--- src/rtl/logica_push_vc_if.sv ---
// Main-FIFO read port and VC0/VC1 FIFO write ports seen by the VC push logic.
// Handshake: main_pop pops the main FIFO when it is not empty, and the word appears on main_data one cycle later;
// VCx_push writes data_VCx into VCx in that same cycle, and VCx_almost_full/VCx_full act as ready (low = accept).
interface logica_push_vc_if #(
  parameter int DATA_WIDTH = 6
);
  logic                  main_empty;
  logic [DATA_WIDTH-1:0] main_data;
  logic                  main_pop;
  logic                  VC0_full;
  logic                  VC0_almost_full;
  logic                  VC1_full;
  logic                  VC1_almost_full;
  logic                  VC0_push;
  logic                  VC1_push;
  logic [DATA_WIDTH-1:0] data_VC0;
  logic [DATA_WIDTH-1:0] data_VC1;

  modport master (
    input  main_empty, main_data,
    input  VC0_full, VC0_almost_full, VC1_full, VC1_almost_full,
    output main_pop, VC0_push, VC1_push, data_VC0, data_VC1
  );

  modport slave (
    output main_empty, main_data,
    output VC0_full, VC0_almost_full, VC1_full, VC1_almost_full,
    input  main_pop, VC0_push, VC1_push, data_VC0, data_VC1
  );
endinterface

--- src/rtl/logica_push_vc.sv ---
// Drains the main FIFO and routes each word to VC0 or VC1 by its class bit.
// Per-channel push counters, a sticky overflow flag and an observational FSM are provided for checking.
module logica_push_vc #(
  parameter int DATA_WIDTH = 6,
  parameter int SEL_BIT    = 4,
  parameter int CNT_WIDTH  = 8
) (
  input  logic                 clk,
  input  logic                 reset_L,
  logica_push_vc_if.master     vc_if,
  output logic                 pop_delay_main,
  output logic [CNT_WIDTH-1:0] count_VC0,
  output logic [CNT_WIDTH-1:0] count_VC1,
  output logic [1:0]           state,
  output logic                 overflow_err
);
  typedef enum logic [1:0] {
    IDLE   = 2'd0,
    ACTIVE = 2'd1,
    PAUSE  = 2'd2
  } state_t;

  state_t                state_q;
  state_t                state_d;
  logic [DATA_WIDTH-1:0] word;
  logic                  pause;
  logic                  push0_d;
  logic                  push1_d;
  logic                  drop_d;
  logic                  vc0_push_q;
  logic                  vc1_push_q;
  logic [DATA_WIDTH-1:0] data_vc0_q;
  logic [DATA_WIDTH-1:0] data_vc1_q;

  // Both channels gate the pop: the destination is unknown until the word is read.
  assign pause = vc_if.VC0_almost_full | vc_if.VC0_full |
                 vc_if.VC1_almost_full | vc_if.VC1_full;
  assign vc_if.main_pop = reset_L & ~vc_if.main_empty & ~pause;
  assign word           = vc_if.main_data;

  assign vc_if.VC0_push = vc0_push_q;
  assign vc_if.VC1_push = vc1_push_q;
  assign vc_if.data_VC0 = data_vc0_q;
  assign vc_if.data_VC1 = data_vc1_q;

  // An in-flight word is only lost when its own channel is completely full.
  always_comb begin
    push0_d = 1'b0;
    push1_d = 1'b0;
    drop_d  = 1'b0;
    if (pop_delay_main) begin
      if (word[SEL_BIT]) begin
        if (vc_if.VC1_full) drop_d  = 1'b1;
        else                push1_d = 1'b1;
      end else begin
        if (vc_if.VC0_full) drop_d  = 1'b1;
        else                push0_d = 1'b1;
      end
    end
  end

  always_ff @(posedge clk or negedge reset_L) begin
    if (!reset_L) begin
      pop_delay_main <= 1'b0;
      vc0_push_q     <= 1'b0;
      vc1_push_q     <= 1'b0;
      data_vc0_q     <= '0;
      data_vc1_q     <= '0;
      count_VC0      <= '0;
      count_VC1      <= '0;
      overflow_err   <= 1'b0;
    end else begin
      pop_delay_main <= vc_if.main_pop;
      vc0_push_q     <= push0_d;
      vc1_push_q     <= push1_d;
      if (push0_d) begin
        data_vc0_q <= word;
        count_VC0  <= count_VC0 + CNT_WIDTH'(1);
      end
      if (push1_d) begin
        data_vc1_q <= word;
        count_VC1  <= count_VC1 + CNT_WIDTH'(1);
      end
      if (drop_d) overflow_err <= 1'b1;
    end
  end

  always_ff @(posedge clk or negedge reset_L) begin
    if (!reset_L) state_q <= IDLE;
    else          state_q <= state_d;
  end

  // ACTIVE and PAUSE leave on the same conditions; IDLE waits for data first.
  always_comb begin
    state_d = state_q;
    case (state_q)
      IDLE: begin
        if (!vc_if.main_empty) state_d = pause ? PAUSE : ACTIVE;
      end
      ACTIVE: begin
        if (pause)                 state_d = PAUSE;
        else if (vc_if.main_empty) state_d = IDLE;
      end
      PAUSE: begin
        if (!pause) state_d = vc_if.main_empty ? IDLE : ACTIVE;
      end
      default: state_d = IDLE;
    endcase
  end

  always_comb begin
    state = state_q;
  end
endmodule

--- src/flat_wrapper.sv ---
// flat-port wrapper written by rule: the top's interface ports become plain ports
module logica_push_vc_flat 
#(
  parameter int DATA_WIDTH = 6,
  parameter int SEL_BIT    = 4,
  parameter int CNT_WIDTH  = 8
)
  (clk, reset_L, pop_delay_main, count_VC0, count_VC1, state, overflow_err, vc_if_main_empty, vc_if_main_data, vc_if_VC0_full, vc_if_VC0_almost_full, vc_if_VC1_full, vc_if_VC1_almost_full, vc_if_main_pop, vc_if_VC0_push, vc_if_VC1_push, vc_if_data_VC0, vc_if_data_VC1);
  logica_push_vc_if #(.DATA_WIDTH(DATA_WIDTH)) vc_if_i ();
  input  logic clk;
  input  logic reset_L;
  output logic pop_delay_main;
  output logic [CNT_WIDTH-1:0] count_VC0;
  output logic [CNT_WIDTH-1:0] count_VC1;
  output logic [1:0] state;
  output logic overflow_err;
  input wire logic [$bits(vc_if_i.main_empty)-1:0] vc_if_main_empty;
  input wire logic [$bits(vc_if_i.main_data)-1:0] vc_if_main_data;
  input wire logic [$bits(vc_if_i.VC0_full)-1:0] vc_if_VC0_full;
  input wire logic [$bits(vc_if_i.VC0_almost_full)-1:0] vc_if_VC0_almost_full;
  input wire logic [$bits(vc_if_i.VC1_full)-1:0] vc_if_VC1_full;
  input wire logic [$bits(vc_if_i.VC1_almost_full)-1:0] vc_if_VC1_almost_full;
  output wire logic [$bits(vc_if_i.main_pop)-1:0] vc_if_main_pop;
  output wire logic [$bits(vc_if_i.VC0_push)-1:0] vc_if_VC0_push;
  output wire logic [$bits(vc_if_i.VC1_push)-1:0] vc_if_VC1_push;
  output wire logic [$bits(vc_if_i.data_VC0)-1:0] vc_if_data_VC0;
  output wire logic [$bits(vc_if_i.data_VC1)-1:0] vc_if_data_VC1;
  assign vc_if_i.main_empty = vc_if_main_empty;
  assign vc_if_i.main_data = vc_if_main_data;
  assign vc_if_i.VC0_full = vc_if_VC0_full;
  assign vc_if_i.VC0_almost_full = vc_if_VC0_almost_full;
  assign vc_if_i.VC1_full = vc_if_VC1_full;
  assign vc_if_i.VC1_almost_full = vc_if_VC1_almost_full;
  assign vc_if_main_pop = vc_if_i.main_pop;
  assign vc_if_VC0_push = vc_if_i.VC0_push;
  assign vc_if_VC1_push = vc_if_i.VC1_push;
  assign vc_if_data_VC0 = vc_if_i.data_VC0;
  assign vc_if_data_VC1 = vc_if_i.data_VC1;
  logica_push_vc #(.DATA_WIDTH(DATA_WIDTH), .SEL_BIT(SEL_BIT), .CNT_WIDTH(CNT_WIDTH)) u_core (.clk(clk), .reset_L(reset_L), .vc_if(vc_if_i), .pop_delay_main(pop_delay_main), .count_VC0(count_VC0), .count_VC1(count_VC1), .state(state), .overflow_err(overflow_err));
endmodule
--- config.mk ---
export PLATFORM = sky130hd
export DESIGN_NAME = logica_push_vc_flat
export DESIGN_NICKNAME = d
export VERILOG_FILES = /design/src/rtl/logica_push_vc_if.sv /design/src/rtl/logica_push_vc.sv /design/src/flat_wrapper.sv
export SDC_FILE = /design/constraint.sdc
export NUM_CORES = 1
export LEC_CHECK = 0
export ABC_AREA = 1
export CAP_MARGIN = 20
export CORE_AREA = 2 2 50 87
export DETAILED_ROUTE_END_ITERATION = 8
export DIE_AREA = 0 0 52 89
export DONT_BUFFER_PORTS = 1
export GPL_ROUTABILITY_DRIVEN = 0
export PLACE_DENSITY = 0.62
export SYNTH_ARGS = -nofsm -noshare
export SYNTH_HDL_FRONTEND = slang
export SYNTH_SLANG_ARGS = --single-unit
export TNS_END_PERCENT = 20
--- constraint.sdc ---
create_clock -name clk -period 2.11 [get_ports clk]
set_input_delay 0.5275 -clock clk [delete_from_list [all_inputs] [get_ports clk]]
set_output_delay 0.5275 -clock clk [all_outputs]
set_load 0.01 [all_outputs]
-- Word-level counts from Yosys, hierarchy flattened
Index checks and enable logic that the tools add are counted.
- eq/ne operators: 5
- muxes and demuxes: 17
- reductions and logical operators: 2
- bitwise logic cells: 7
- $add $sub $neg: 2
- operator list (cell ; number):
    adder 8 x 1 -> 8 bit, second input constant ; 2
    2-to-1 mux 1 bit ; 11
    2-to-1 mux 2 bit ; 5
    one-hot mux 2 bit (3 select lines) ; 1
    inequality test 2 bit, second input constant ; 2
    inequality test 3 x 2 -> 1 bit, second input constant ; 1
    OR 1 bit ; 3
    AND reduction 3 bit ; 1
    AND 1 bit ; 2
    == test 2 x 1 -> 1 bit, second input constant ; 1
    == test 2 bit, second input constant ; 1
    logical NOT 2 bit ; 1
    NOT 1 bit ; 2
- bits of input ports: 13
- register bits: 34

-- Depth between registers and ports, before layout
- depth in word-level cells: 6
- depth in mapped cells: 7

-- Worst setup path before layout
Ideal clock, no wire load.
- path kind: input port to output port
- from: input vc_if_VC0_full
- to: output vc_if_main_pop
- cell stages on the path: 3
- required time: 1.582 ns
- setup slack: 0.432 ns
- arrival: 1.150 ns
- cell sequence: nor3_1 nand2_1 nor3b_1
- longest elaborated chain between the ends: 5
- ends and longest elaborated chain (element ; RTL line ; source):
    start: declaration ; flat_wrapper.sv:19 ; input wire logic [$bits(vc_if_i.VC0_full)-1:0] vc_if_VC0_full;
    OR 1 bit (2 in a row) ; logica_push_vc.sv:36 ; assign pause = vc_if.VC0_almost_full | vc_if.VC0_full |
    OR 1 bit ; logica_push_vc.sv:37 ; vc_if.VC1_almost_full | vc_if.VC1_full;
    NOT 1 bit ; logica_push_vc.sv:38 ; assign vc_if.main_pop = reset_L & ~vc_if.main_empty & ~pause;
    AND 1 bit ; logica_push_vc.sv:38 ;
    end: declaration ; flat_wrapper.sv:23 ; output wire logic [$bits(vc_if_i.main_pop)-1:0] vc_if_main_pop;
No other way between the ends.

-- Worst setup path in the final report
Ends and elaborated chain as after synthesis.

==> flow_metrics.py <==
metrics = {
    "synth": {
        "ys_seq_area_share_pct": 56.0,
        "synth_cells": 169,
        "ys_types": 23,
        "synth.yosys.warnings": 0,
        "ys_ff_latch": 34,
        "synth_fp_nets": 184,
        "syn_area_sq_mm": 0.00152,
        "syn_area_per_cell_sq_um": 9.00,
    },
    "sta": {
        "fmax_ghz": 0.558,
        "maxSlewHeadroom_pct": 68.3,
        "fin_crit_sh_pct": 84.9,
        "hold_viol_final": 0,
        "setup_tns_ns": 0,
        "drv_slew": 0,
        "worstMarginPinSlew_ns": 0.474,
        "finalSetupViolCount": 0,
        "min_period_ns": 1.79,
        "fin_ws_ns": 0.319,
        "fin_skew_ns": 0.00421,
        "grt_setup_unrepaired": "false",
    },
    "setup_path": {
        "critPathLaunchType": "primary input",
        "endpoint_kind": "primary output",
        "worstPathArrival_ns": 1.26,
        "critical_path_class": "in2out",
        "reg2reg_to": "u_core.count_VC1[4]$_DFFE_PN0P_",
        "crit_fanout": 3,
        "timing.rr.start": "u_core.pop_delay_main$_DFF_PN0_",
        "slowest_stage": "nor3b_1",
        "worstPathRequired_ns": 1.58,
        "crit_family": "simple AND/OR/NAND/NOR gates",
        "cp_slowest_stage_delay_ns": 0.43,
        "crit_buf_inv": 0,
        "reg2reg_slack_ns": 0.79,
        "cp_cell_sequence": "nor3_1 > nand2_1 > nor3b_1",
        "r2r.worst_path.cells": 5,
    },
    "final_layout": {
        "multi_input_area_sq_um": 569,
        "area.sequential_sq_um": 851,
        "fill_cells": 404,
        "drive_gt1_share_pct": 8.00,
        "area_growth_syn_to_layout_pct": 9.05,
        "final_nets": 190,
        "antenna_cells": 0,
    },
    "hold_path": {
        "hold_path_class": "in2async",
    },
    "die": {
        "coreArea_sq_mm": 0.00387,
        "start_util_pct": 39.3,
        "die-height_um": 89,
        "io_pins": 48,
        "die_area_sq_mm": 0.00463,
        "row_count": 30,
        "fp.dieW_um": 52,
    },
    "power": {
        "p_per_area_mw_per_mm2": 757,
        "swShare_pct": 24.4,
        "ir_drop_v": 0.000357,
        "seq_power_share_pct": 59.4,
        "intPower_uw": 948,
        "clockPowerShare_pct": 34.4,
        "p_comb_share_pct": 6.2,
        "total_leakage_power_nw": 0.844,
        "p_switching_uw": 306,
    },
    "detailed_routing": {
        "postRouteAntennaNets": 0,
        "routedWlPerCell_um": 13.8,
        "vias_per_cell": 4.79,
        "drcViolationCount": 0,
        "vias": 1069,
        "drtIter0Drc": 15,
        "dr.pass1.iters": 4,
        "drt-total-wl_um": 3070,
    },
    "cts": {
        "cts_max_level": 2,
        "cts_sinks": 34,
        "numCtsBuffers": 5,
        "clk_pin_slew_worst_paths_ns": 0.07,
        "ctsResizeCount": 0,
        "clk_latency_ns": 0.27,
        "cts_tree": "done",
        "cts-root-buf": "clkbuf_8",
        "cts_buffer_depth": 2,
    },
    "outcome": {
        "status": "finished clean",
    },
    "place": {
        "io_buffer_count": 0,
        "pre_cts_ws_ns": 0.286,
        "hpwlAfterDp_um": 2260,
    },
    "global_route": {
        "grt_pass1_wl_um": 4930,
        "grt_max_degree": 35,
        "antenna_found_initial": 0,
        "grt_overflow": 0,
        "grtUsageTotal_pct": 14.5,
        "grt_pass1_vias": 1137,
    },
    "job": {
        "cap_violations": 0,
    },
}
how the worst max path moves through the flow:
stage,start,to,slack (ns),depth (start not counted)
floorplan,vc_if_VC0_full,vc_if_main_pop,0.43,3
global placement,vc_if_VC0_full,vc_if_main_pop,0.36,3
detailed placement,vc_if_VC0_full,vc_if_main_pop,0.29,3
CTS,vc_if_VC0_full,vc_if_main_pop,0.28,3
global route,vc_if_VC0_full,vc_if_main_pop,0.25,3
finish,vc_if_VC0_full,vc_if_main_pop,0.32,3
per-layer routing:
metal	GRT usage [%]	wire length, um	part of all wire [%]
met5	0	0	0
met4	7.18	24	0.78
met1	12.6	1110	36
met2	27.8	1770	58
met3	5.35	159	5.2
cells in the final DEF, fill, tap and decap left out, drive strengths merged:
| master | Yosys | layout |
|---|---|---|
| nor3b | 2 | 2 |
| ha | 2 | 2 |
| buf | 2 | 1 |
| or2 | 1 | 1 |
| nor2 | 13 | 13 |
| nand2 | 62 | 62 |
| clkbuf | 0 | 7 |
| dfrtp | 34 | 34 |
| nand3b | 1 | 1 |
| nand3 | 8 | 8 |
| xnor2 | 2 | 2 |
| o21ai | 10 | 10 |
| nand4 | 2 | 2 |
| a21oi | 2 | 2 |
| o21bai | 1 | 1 |
| xor2 | 5 | 5 |
| inv | 21 | 21 |
| nor3 | 1 | 1 |
flip-flops by register name, summed over array words and instances, names as in the netlist:
name,flops
u_core.pop_delay_main,1
u_core.count_VC1,8
u_core.vc_if.VC1_push,1
u_core.overflow_err,1
u_core.vc_if.VC0_push,1
u_core.state,2
u_core.vc_if.data_VC0,6
u_core.count_VC0,8
u_core.vc_if.data_VC1,6
cell type report:
cell class,instances,area share [%]
sequential,34,51.3
clock buffer,7,4.60
inverter,21,4.91
tap,48,3.62
timing repair buffer,1,1.21
multi-input combinational,112,34.3
worst reg2reg max path: cells and delay by family (launching register included):
family | cells | cell delay, ns
and+or+nand+nor | 5 | 0.69
DFF | 1 | 0.53
timing repair:
action,in CTS,in global routing
hold buffers,1,0
setup buffers,0,0
endpoints found under the hold margin,34,0
cells by family (layout without fill, tap and decap cells):
group	Yosys count	in the layout	synth area share, %
compound gates	13	13	4.44
xor+xnor	7	7	4.03
fa+ha+maj	2	2	1.65
buf+inv	23	29	6.58
flops	34	34	56.0
simple gates	90	90	27.3
synth_stat cells:
| cell type | number | area share, % |
|---|---|---|
| nand2_1 | 61 | 15 |
| dfrtp_1 | 34 | 56 |
| inv_1 | 20 | 4.9 |
| o21ai_1 | 10 | 3.3 |
| nor2_1 | 8 | 2.0 |
| nand3_1 | 7 | 2.3 |
| xor2_1 | 5 | 2.9 |
| nor2_4 | 3 | 2.2 |
| a21oi_1 | 2 | 0.66 |
| ha_1 | 2 | 1.6 |
| nand4_1 | 2 | 0.82 |
| nor2_2 | 2 | 0.82 |
| nor3b_1 | 2 | 0.99 |
| xnor2_1 | 2 | 1.2 |
| buf_4 | 1 | 0.49 |
| buf_6 | 1 | 0.74 |
| inv_4 | 1 | 0.41 |
| nand2_4 | 1 | 0.74 |
| nand3_4 | 1 | 1.2 |
| nand3b_1 | 1 | 0.49 |
| nor3_1 | 1 | 0.33 |
| o21bai_1 | 1 | 0.49 |
| or2_1 | 1 | 0.41 |
metrics by stage:
step	instance area (sq um)	utilization [%]	power [mW]	std cells	hold slack (ns)
floorplan	1520	-	0.799	169	0.232
global placement	1560	40.4	0.814	215	0.233
detailed placement	1560	40.4	0.820	215	0.233
CTS	1660	42.9	1.28	223	0.0769
global route	1660	42.9	1.32	223	0.0770
finish	1660	42.9	1.25	223	0.0863
power by group through the flow:
stage | registers (mW) | clock network [mW] | logic (mW)
after floorplan | 0.746 | 0 | 0.0528
after global placement | 0.756 | 0 | 0.0578
after detailed placement | 0.757 | 0 | 0.0631
after CTS | 0.746 | 0.456 | 0.0798
after global routing | 0.749 | 0.477 | 0.0917
final | 0.745 | 0.432 | 0.0777
No activity file was read; power rests on OpenSTA's default activity.
